### src/rtl/dcache_pkg.sv
// Shared types and geometry for the direct-mapped write-back data cache.
package dcache_pkg;

  localparam int unsigned LineAddrLen = 2;
  localparam int unsigned SetAddrLen  = 3;
  localparam int unsigned TagAddrLen  = 6;
  localparam int unsigned MemAddrLen  = LineAddrLen + SetAddrLen + TagAddrLen;

  localparam int unsigned LINE_SIZE = 1 << LineAddrLen;
  localparam int unsigned SET_SIZE  = 1 << SetAddrLen;

  typedef enum logic [1:0] {
    StIdle,
    StSwapOut,
    StSwapIn,
    StSwapInOk
  } state_e;

  typedef struct packed {
    logic [TagAddrLen-1:0]  tag;
    logic [SetAddrLen-1:0]  set_idx;
    logic [LineAddrLen-1:0] word;
  } addr_fields_t;

  // Byte address -> {tag, set, word}; byte offset and bits above the memory range are dropped.
  function automatic addr_fields_t split_addr(input logic [31:0] addr);
    addr_fields_t f;
    f = addr[MemAddrLen+1:2];
    return f;
  endfunction

endpackage

### src/rtl/dcache_ctrl.sv
// Miss FSM: write-back of a dirty victim, pipelined line fill, memory-side muxing.
module dcache_ctrl
  import dcache_pkg::*;
(
  input  logic                   clk,
  input  logic                   rst,
  input  logic                   req,
  input  logic                   hit,
  input  logic                   victim_dirty,
  input  logic [TagAddrLen-1:0]  req_tag,
  input  logic [SetAddrLen-1:0]  req_set,
  input  logic [TagAddrLen-1:0]  victim_tag,
  input  logic [31:0]            wb_word,
  output logic                   miss,
  output logic                   idle,
  output logic [LineAddrLen-1:0] word_idx,
  output logic                   fill_we,
  output logic [LineAddrLen-1:0] fill_word,
  output logic                   refill_done,
  output logic [SetAddrLen-1:0]  miss_set,
  output logic [TagAddrLen-1:0]  miss_tag,
  output logic [MemAddrLen-1:0]  mem_addr,
  output logic                   mem_wr_req,
  output logic [31:0]            mem_wr_data
);

  localparam logic [LineAddrLen-1:0] LastWord = LineAddrLen'(LINE_SIZE - 1);

  state_e                 state_q, state_d;
  logic [LineAddrLen-1:0] cnt_q, cnt_d;
  logic [SetAddrLen-1:0]  set_q, set_d;
  logic [TagAddrLen-1:0]  tag_q, tag_d;

  always_ff @(posedge clk or posedge rst) begin
    if (rst) begin
      state_q <= StIdle;
      cnt_q   <= '0;
      set_q   <= '0;
      tag_q   <= '0;
    end else begin
      state_q <= state_d;
      cnt_q   <= cnt_d;
      set_q   <= set_d;
      tag_q   <= tag_d;
    end
  end

  always_comb begin
    state_d     = state_q;
    cnt_d       = cnt_q;
    set_d       = set_q;
    tag_d       = tag_q;
    miss        = req;
    idle        = 1'b0;
    fill_we     = 1'b0;
    fill_word   = cnt_q - 1'b1;
    refill_done = 1'b0;
    mem_addr    = '0;
    mem_wr_req  = 1'b0;
    mem_wr_data = '0;
    unique case (state_q)
      StIdle: begin
        idle = 1'b1;
        miss = req & ~hit;
        if (req && !hit) begin
          set_d   = req_set;
          tag_d   = req_tag;
          cnt_d   = '0;
          state_d = victim_dirty ? StSwapOut : StSwapIn;
        end
      end
      StSwapOut: begin
        mem_wr_req  = 1'b1;
        mem_addr    = {victim_tag, set_q, cnt_q};
        mem_wr_data = wb_word;
        cnt_d       = cnt_q + 1'b1;
        if (cnt_q == LastWord) state_d = StSwapIn;
      end
      StSwapIn: begin
        // Read data lags the address by one cycle, so word k lands while word k+1 is addressed.
        mem_addr = {tag_q, set_q, cnt_q};
        fill_we  = (cnt_q != '0);
        cnt_d    = cnt_q + 1'b1;
        if (cnt_q == LastWord) state_d = StSwapInOk;
      end
      StSwapInOk: begin
        fill_we     = 1'b1;
        fill_word   = LastWord;
        refill_done = 1'b1;
        state_d     = StIdle;
      end
      default: state_d = StIdle;
    endcase
  end

  assign word_idx = cnt_q;
  assign miss_set = set_q;
  assign miss_tag = tag_q;

endmodule

### src/rtl/dcache_dm.sv
// Direct-mapped write-back write-allocate data cache: arrays, hit path and counters.
module dcache_dm
  import dcache_pkg::*;
#(
  parameter int unsigned LINE_ADDR_LEN = LineAddrLen,
  parameter int unsigned SET_ADDR_LEN  = SetAddrLen,
  parameter int unsigned TAG_ADDR_LEN  = TagAddrLen,
  parameter int unsigned MEM_ADDR_LEN  = MemAddrLen
) (
  input  logic                    clk,
  input  logic                    rst,
  input  logic [31:0]             addr,
  input  logic                    rd_req,
  input  logic                    wr_req,
  input  logic [31:0]             wr_data,
  output logic [31:0]             rd_data,
  output logic                    miss,
  output logic [MEM_ADDR_LEN-1:0] mem_addr,
  input  logic [31:0]             mem_rd_data,
  output logic                    mem_wr_req,
  output logic [31:0]             mem_wr_data,
  output logic [31:0]             hit_cnt,
  output logic [31:0]             miss_cnt
);

  localparam int unsigned NumWords = 1 << LINE_ADDR_LEN;
  localparam int unsigned NumSets  = 1 << SET_ADDR_LEN;

  addr_fields_t fields;
  logic         unused_addr;

  assign fields      = split_addr(addr);
  assign unused_addr = ^{addr[31:MEM_ADDR_LEN+2], addr[1:0]};

  logic [31:0]             data_q [NumSets][NumWords];
  logic [TAG_ADDR_LEN-1:0] tag_q  [NumSets];
  logic [NumSets-1:0]      valid_q, dirty_q;
  logic [31:0]             rd_data_q, hit_cnt_q, miss_cnt_q;

  logic                     req, hit, victim_dirty, idle;
  logic                     fill_we, refill_done, wr_hit, rd_hit;
  logic [LINE_ADDR_LEN-1:0] word_idx, fill_word;
  logic [SET_ADDR_LEN-1:0]  miss_set;
  logic [TAG_ADDR_LEN-1:0]  miss_tag;

  assign req          = rd_req | wr_req;
  assign hit          = valid_q[fields.set_idx] && (tag_q[fields.set_idx] == fields.tag);
  assign victim_dirty = valid_q[fields.set_idx] & dirty_q[fields.set_idx];
  // Simultaneous rd_req and wr_req is resolved as a write.
  assign wr_hit       = idle & hit & wr_req;
  assign rd_hit       = idle & hit & rd_req & ~wr_req;

  dcache_ctrl u_ctrl (
    .clk          (clk),
    .rst          (rst),
    .req          (req),
    .hit          (hit),
    .victim_dirty (victim_dirty),
    .req_tag      (fields.tag),
    .req_set      (fields.set_idx),
    .victim_tag   (tag_q[miss_set]),
    .wb_word      (data_q[miss_set][word_idx]),
    .miss         (miss),
    .idle         (idle),
    .word_idx     (word_idx),
    .fill_we      (fill_we),
    .fill_word    (fill_word),
    .refill_done  (refill_done),
    .miss_set     (miss_set),
    .miss_tag     (miss_tag),
    .mem_addr     (mem_addr),
    .mem_wr_req   (mem_wr_req),
    .mem_wr_data  (mem_wr_data)
  );

  // Data and tags need no reset; valid bits gate every use.
  always_ff @(posedge clk) begin
    if (fill_we) begin
      data_q[miss_set][fill_word] <= mem_rd_data;
    end else if (wr_hit) begin
      data_q[fields.set_idx][fields.word] <= wr_data;
    end
    if (refill_done) tag_q[miss_set] <= miss_tag;
  end

  always_ff @(posedge clk or posedge rst) begin
    if (rst) begin
      valid_q    <= '0;
      dirty_q    <= '0;
      rd_data_q  <= '0;
      hit_cnt_q  <= '0;
      miss_cnt_q <= '0;
    end else begin
      if (refill_done) begin
        valid_q[miss_set] <= 1'b1;
        dirty_q[miss_set] <= 1'b0;
      end
      if (wr_hit) dirty_q[fields.set_idx] <= 1'b1;
      if (rd_hit) rd_data_q <= data_q[fields.set_idx][fields.word];
      if (idle && req) begin
        if (hit) hit_cnt_q <= hit_cnt_q + 32'd1;
        else     miss_cnt_q <= miss_cnt_q + 32'd1;
      end
    end
  end

  assign rd_data  = rd_data_q;
  assign hit_cnt  = hit_cnt_q;
  assign miss_cnt = miss_cnt_q;

endmodule

### config.mk
export PLATFORM = sky130hd
export DESIGN_NAME = dcache_dm
export DESIGN_NICKNAME = d
export VERILOG_FILES = /design/src/rtl/dcache_pkg.sv /design/src/rtl/dcache_ctrl.sv /design/src/rtl/dcache_dm.sv
export SDC_FILE = /design/constraint.sdc
export NUM_CORES = 2
export LEC_CHECK = 0
export BUFFER_PORTS_ARGS = -buffer_cell sky130_fd_sc_hd__buf_2
export CORE_AREA = 2 2 350 352
export CTS_CLUSTER_SIZE = 24
export DETAILED_ROUTE_END_ITERATION = 6
export DIE_AREA = 0 0 352 354
export PLACE_DENSITY_LB_ADDON = 0.12
export SYNTH_ARGS = -nofsm -noshare
export SYNTH_HDL_FRONTEND = slang
export SYNTH_SLANG_ARGS = --single-unit
### constraint.sdc
create_clock -name clk -period 7.1 [get_ports clk]
set_input_delay 1.42 -clock clk [delete_from_list [all_inputs] [get_ports clk]]
set_output_delay 1.42 -clock clk [all_outputs]
set_load 0.05 [all_outputs]
==> impl.org <==
** CTS
- The clock drives 1197 sinks.
- The number of setup buffers added after CTS is 0.
- For the worst-skew pair, the clock arrives at the later sink with an insertion delay of 0.76 ns.
- CTS built an H-tree with a depth of 4.
- CTS Hold Bufs :: 0
- In this run, CTS created clock tree buffers numbering roughly 130.
- Clock-pin slew was measured on the worst setup and hold paths at 0.06 ns.
- CTS tree :: built
- Gates resized during post-CTS repair numbered 0.
- Buffer cell driving the clock tree root :: sky130_fd_sc_hd__clkbuf_16
- Buffers from clock root to sink, at most :: 3

** Critical path
- Max stage delay cell, worst path :: sky130_fd_sc_hd__dfrtp_4
- Cell-by-cell trace of the critical path :: buf_4 -> mux4_2 -> mux4_2 -> nand2_1 -> a21boi_0 -> buf_2
- Buffer and inverter count on the worst path :: 2
- The worst setup path is captured at an output pin.
- The worst setup path is launched from a flop.
- By instance count, the cell type seen most on the critical path is sky130_fd_sc_hd__mux4_2.
- In this run the register-to-register setup slack is 2.67 ns.
- Crit-path max FO :: 50
- In this run the number of cells on the critical path is 6.
- The worst register-to-register path begins at u_ctrl.word_idx[0].
- CP required :: 5.68 ns
- Broken down by cell family, the worst path's largest delay share belongs to buffers and inverters.
- CP arrival :: about 4.4 ns
- On the worst path, the slowest cell contributes a delay of roughly 0.8 ns.
- Setup Crit Path Kind :: flop to output pin
- Path depth of the worst reg2reg path :: 6
- Endpoint of the worst register-to-register path :: data_q[1][40]

** Cells and area
- From synthesis to final layout, the design area changed by 14.6%.
- The layout has slightly below 10000 filler cells.
- For this run, the post-layout net count is 3482.
- Area of all placed cells without fillers :: just over 0.06 mm2
- In the final layout, the share of cells above drive strength 1 is 0.299.

** Timing
- Setup repair after global routing missed its margin :: no
- For the pin with the worst max-slew slack, the measured transition is 1.23 ns.
- Setup TNS Final :: 0 ns
- Number of max-slew violations in the final report :: 0
- Setup violations remaining at the end of the flow were counted as 0.
- Final clock period utilization by the worst path :: 0.812
- Peak Freq :: roughly 170 MHz
- Number of hold violations in the final report :: 0
- For the final database, setup skew stands at roughly 0.043 ns.
- The clock period could shrink to 5.77 ns.
- Max_slew headroom :: 0.180

** Yosys
- The synthesized netlist occupies a cell area of 0.0541 mm2.
- The netlist uses 59 different library cells.
- Count of flip-flops with a built-in enable after synthesis :: 1072
- Seq/Total Area, Yosys :: 0.653
- Total number of yosys warnings :: 0
- Syn Inst Count :: 3162
- Post-synthesis async set-or-reset flop share :: 0.104
- By area the synthesized netlist is led by sky130_fd_sc_hd__edfxtp_1 (59%), sky130_fd_sc_hd__mux4_2 (15%), sky130_fd_sc_hd__a22oi_1 (6.2%).
- Top FF cell, synth :: sky130_fd_sc_hd__edfxtp_1
- By instance count, the leading cell after synthesis is sky130_fd_sc_hd__edfxtp_1.
- Post-synth top area cell :: sky130_fd_sc_hd__edfxtp_1
- Share of the synthesized area in the top cell type :: 0.595
- Synth Net Count :: 3270
- Commonest cells in the netlist :: sky130_fd_sc_hd__edfxtp_1 (1072), sky130_fd_sc_hd__a22oi_1 (450), sky130_fd_sc_hd__mux4_2 (367)
- Synthesis inferred 1197 register bits.
- After synthesis, the mean cell area works out to 17.1 um2.

** Floorplanning
- For this configuration, the core starts out at a cell density of 0.448.
- Vertical extent of the die :: 354 um
- After floorplanning, the core was sized to cover approximately 0.12 mm2.
- Horizontal extent of the die :: roughly 350 um
- For this design the top-level I/O count stands at 241.
- Number of standard-cell rows in the floorplan :: 128
- Area of the die :: 0.125 mm2

** Routing
- Routed via count :: 35300
- Drc violations :: 0
- In the routed layout, each cell is associated on average with a via count of 6.92.
- Final WL :: 185000 um
- Iteration-0 DRC count of the detailed router :: 4636
- After detailed routing, the average wire length per cell comes to 36.2 um.
- First-pass DRT Iterations :: 6
- Once detail routing completed, the nets flagged for antenna violations numbered 0.

** Power
- In this run the static leakage power is between 20 and 25 nW.
- Max VDD drop :: 0.289 mV
- For this design the ratio of total power to cell area is around 360 mW/mm2.

** GRT
- The number of antenna violations at the first check in global routing came to 4.
- Met1 Resource Use GR :: 0.400
- After global routing the overflow that remains totals 0.
- For met3 alone, demand over resource in global routing was 0.0671.
- The first global-routing pass estimated 261000 um of wire.
- Pin count of the biggest net entering global routing :: 119
- Across every metal layer, demand over resource in global routing totals 0.294.
- For this run, global-route usage on met2 was measured as 0.458.
- Via count of the first global-routing pass :: 35700
- Routing layer with the top usage in global route :: met2

** Worst hold path
- The tightest min-delay check is of the flop to flop type.
- Min-delay src :: valid_q[6]
- Hold-critical path depth :: 1
- End of the worst hold path :: valid_q[6]

** Outcome
- The run finished with clean final reports.

** Place
- Count of input and output buffers :: 219
- Instance area after placement :: 0.0577 mm2
- Gpl congestion :: 0.824
- Detailed-placement wirelength estimate :: roughly 100000 um

** Job
- Max-capacitance violation count :: 0
worst max-delay path by stage:
stage                             from              end  slack (ns)
floorplan                      addr[5]   data_q[1][100]        1.57
global placement               addr[6]   data_q[5][103]        0.72
detailed placement             addr[6]   data_q[5][112]        0.69
CTS                 u_ctrl.miss_set[1]  mem_wr_data[20]        1.33
global route        u_ctrl.miss_set[1]   mem_wr_data[3]        1.15
finish              u_ctrl.miss_set[2]  mem_wr_data[22]        1.33
worst reg2reg max path: stages (launching register included):
cell and delay [ns]:
sky130_fd_sc_hd__dfrtp_4 0.94, sky130_fd_sc_hd__inv_1 0.31, sky130_fd_sc_hd__ha_1 0.28, sky130_fd_sc_hd__nor2b_1 0.32, sky130_fd_sc_hd__nand3_1 0.68, sky130_fd_sc_hd__o21ai_4 1.01
sky130_fd_sc_hd__buf_4 0.52
flip-flops by register name (all words and copies together), names as in the netlist:
register and cells:
miss_cnt 32, u_ctrl.word_idx 2, u_ctrl.miss_tag 6, hit_cnt 32, dirty_q 8, data_q 1024
valid_q 8, u_ctrl.state_q 2, u_ctrl.miss_set 3, rd_data 32, tag_q 48
metal layers:
metal / wire length (um) / part of all wire
met2: 85600 / 0.46
met1: 71400 / 0.39
met5: 9 / 0.000049
met4: 7780 / 0.042
met3: 19800 / 0.11
metrics by stage:
stage / setup WS (ns) / util / hold slack (ns) / total power [mW] / instances
floorplan: 1.57 / - / 0.429 / 13.2 / 3162
global placement: 0.724 / 0.477 / 0.447 / 15.4 / 4864
detailed placement: 0.695 / 0.477 / 0.450 / 15.5 / 4864
CTS: 1.33 / 0.513 / 0.464 / 22.2 / 5099
global route: 1.15 / 0.513 / 0.488 / 22.9 / 5099
finish: 1.33 / 0.513 / 0.463 / 22.1 / 5101
cells in the final DEF, fill, tap and decap left out, drive strengths merged, types with 22 or more instances in the layout:
cell type	netlist	layout
a21boi	33	33
a22oi	450	450
buf	65	333
clkbuf	191	180
clkinv	1	40
dfrtp	125	125
edfxtp	1072	1072
inv	25	31
mux2	102	102
mux2i	45	45
mux4	367	367
nand2	120	120
nand3	47	47
nand4	142	142
nor2	50	50
nor3	23	23
o21ai	37	37
xnor2	40	40
xor2	22	22
layout make-up:
type	count	area [um2]	area share
well taps	1625	2030	0.0328
inverters	26	103	0.00165
clock buffers	180	3720	0.0600
flip-flops and latches	1197	35300	0.570
multi-input cells	1683	18100	0.292
repair buffers	333	2160	0.0348
diodes	2	5.00	0.0000807
clock inverters	55	554	0.00894
where the power goes:
| group | internal (mW) | leakage, nW | total [mW] | switching [mW] |
|---|---|---|---|---|
| Combinational | 2.77 | 7.14 | 6.63 | 3.86 |
| Sequential | 8.23 | 11.3 | 8.72 | 0.489 |
| Clock | 3.97 | 2.09 | 6.80 | 2.82 |
| Total | 15.0 | 20.5 | 22.1 | 7.17 |
cell families (layout without fill, tap and decap cells):
kind of cell / after synthesis / after routing / synth area share
compound gates: 626 / 626 / 0.0853
fa+ha+maj: 8 / 8 / 0.00185
buf+inv: 282 / 594 / 0.0209
xor+xnor: 62 / 62 / 0.0100
simple gates: 473 / 473 / 0.0468
other cells: 0 / 2 / 0
mux: 514 / 514 / 0.182
flops: 1197 / 1197 / 0.653
(Power assumes the default switching activity.)
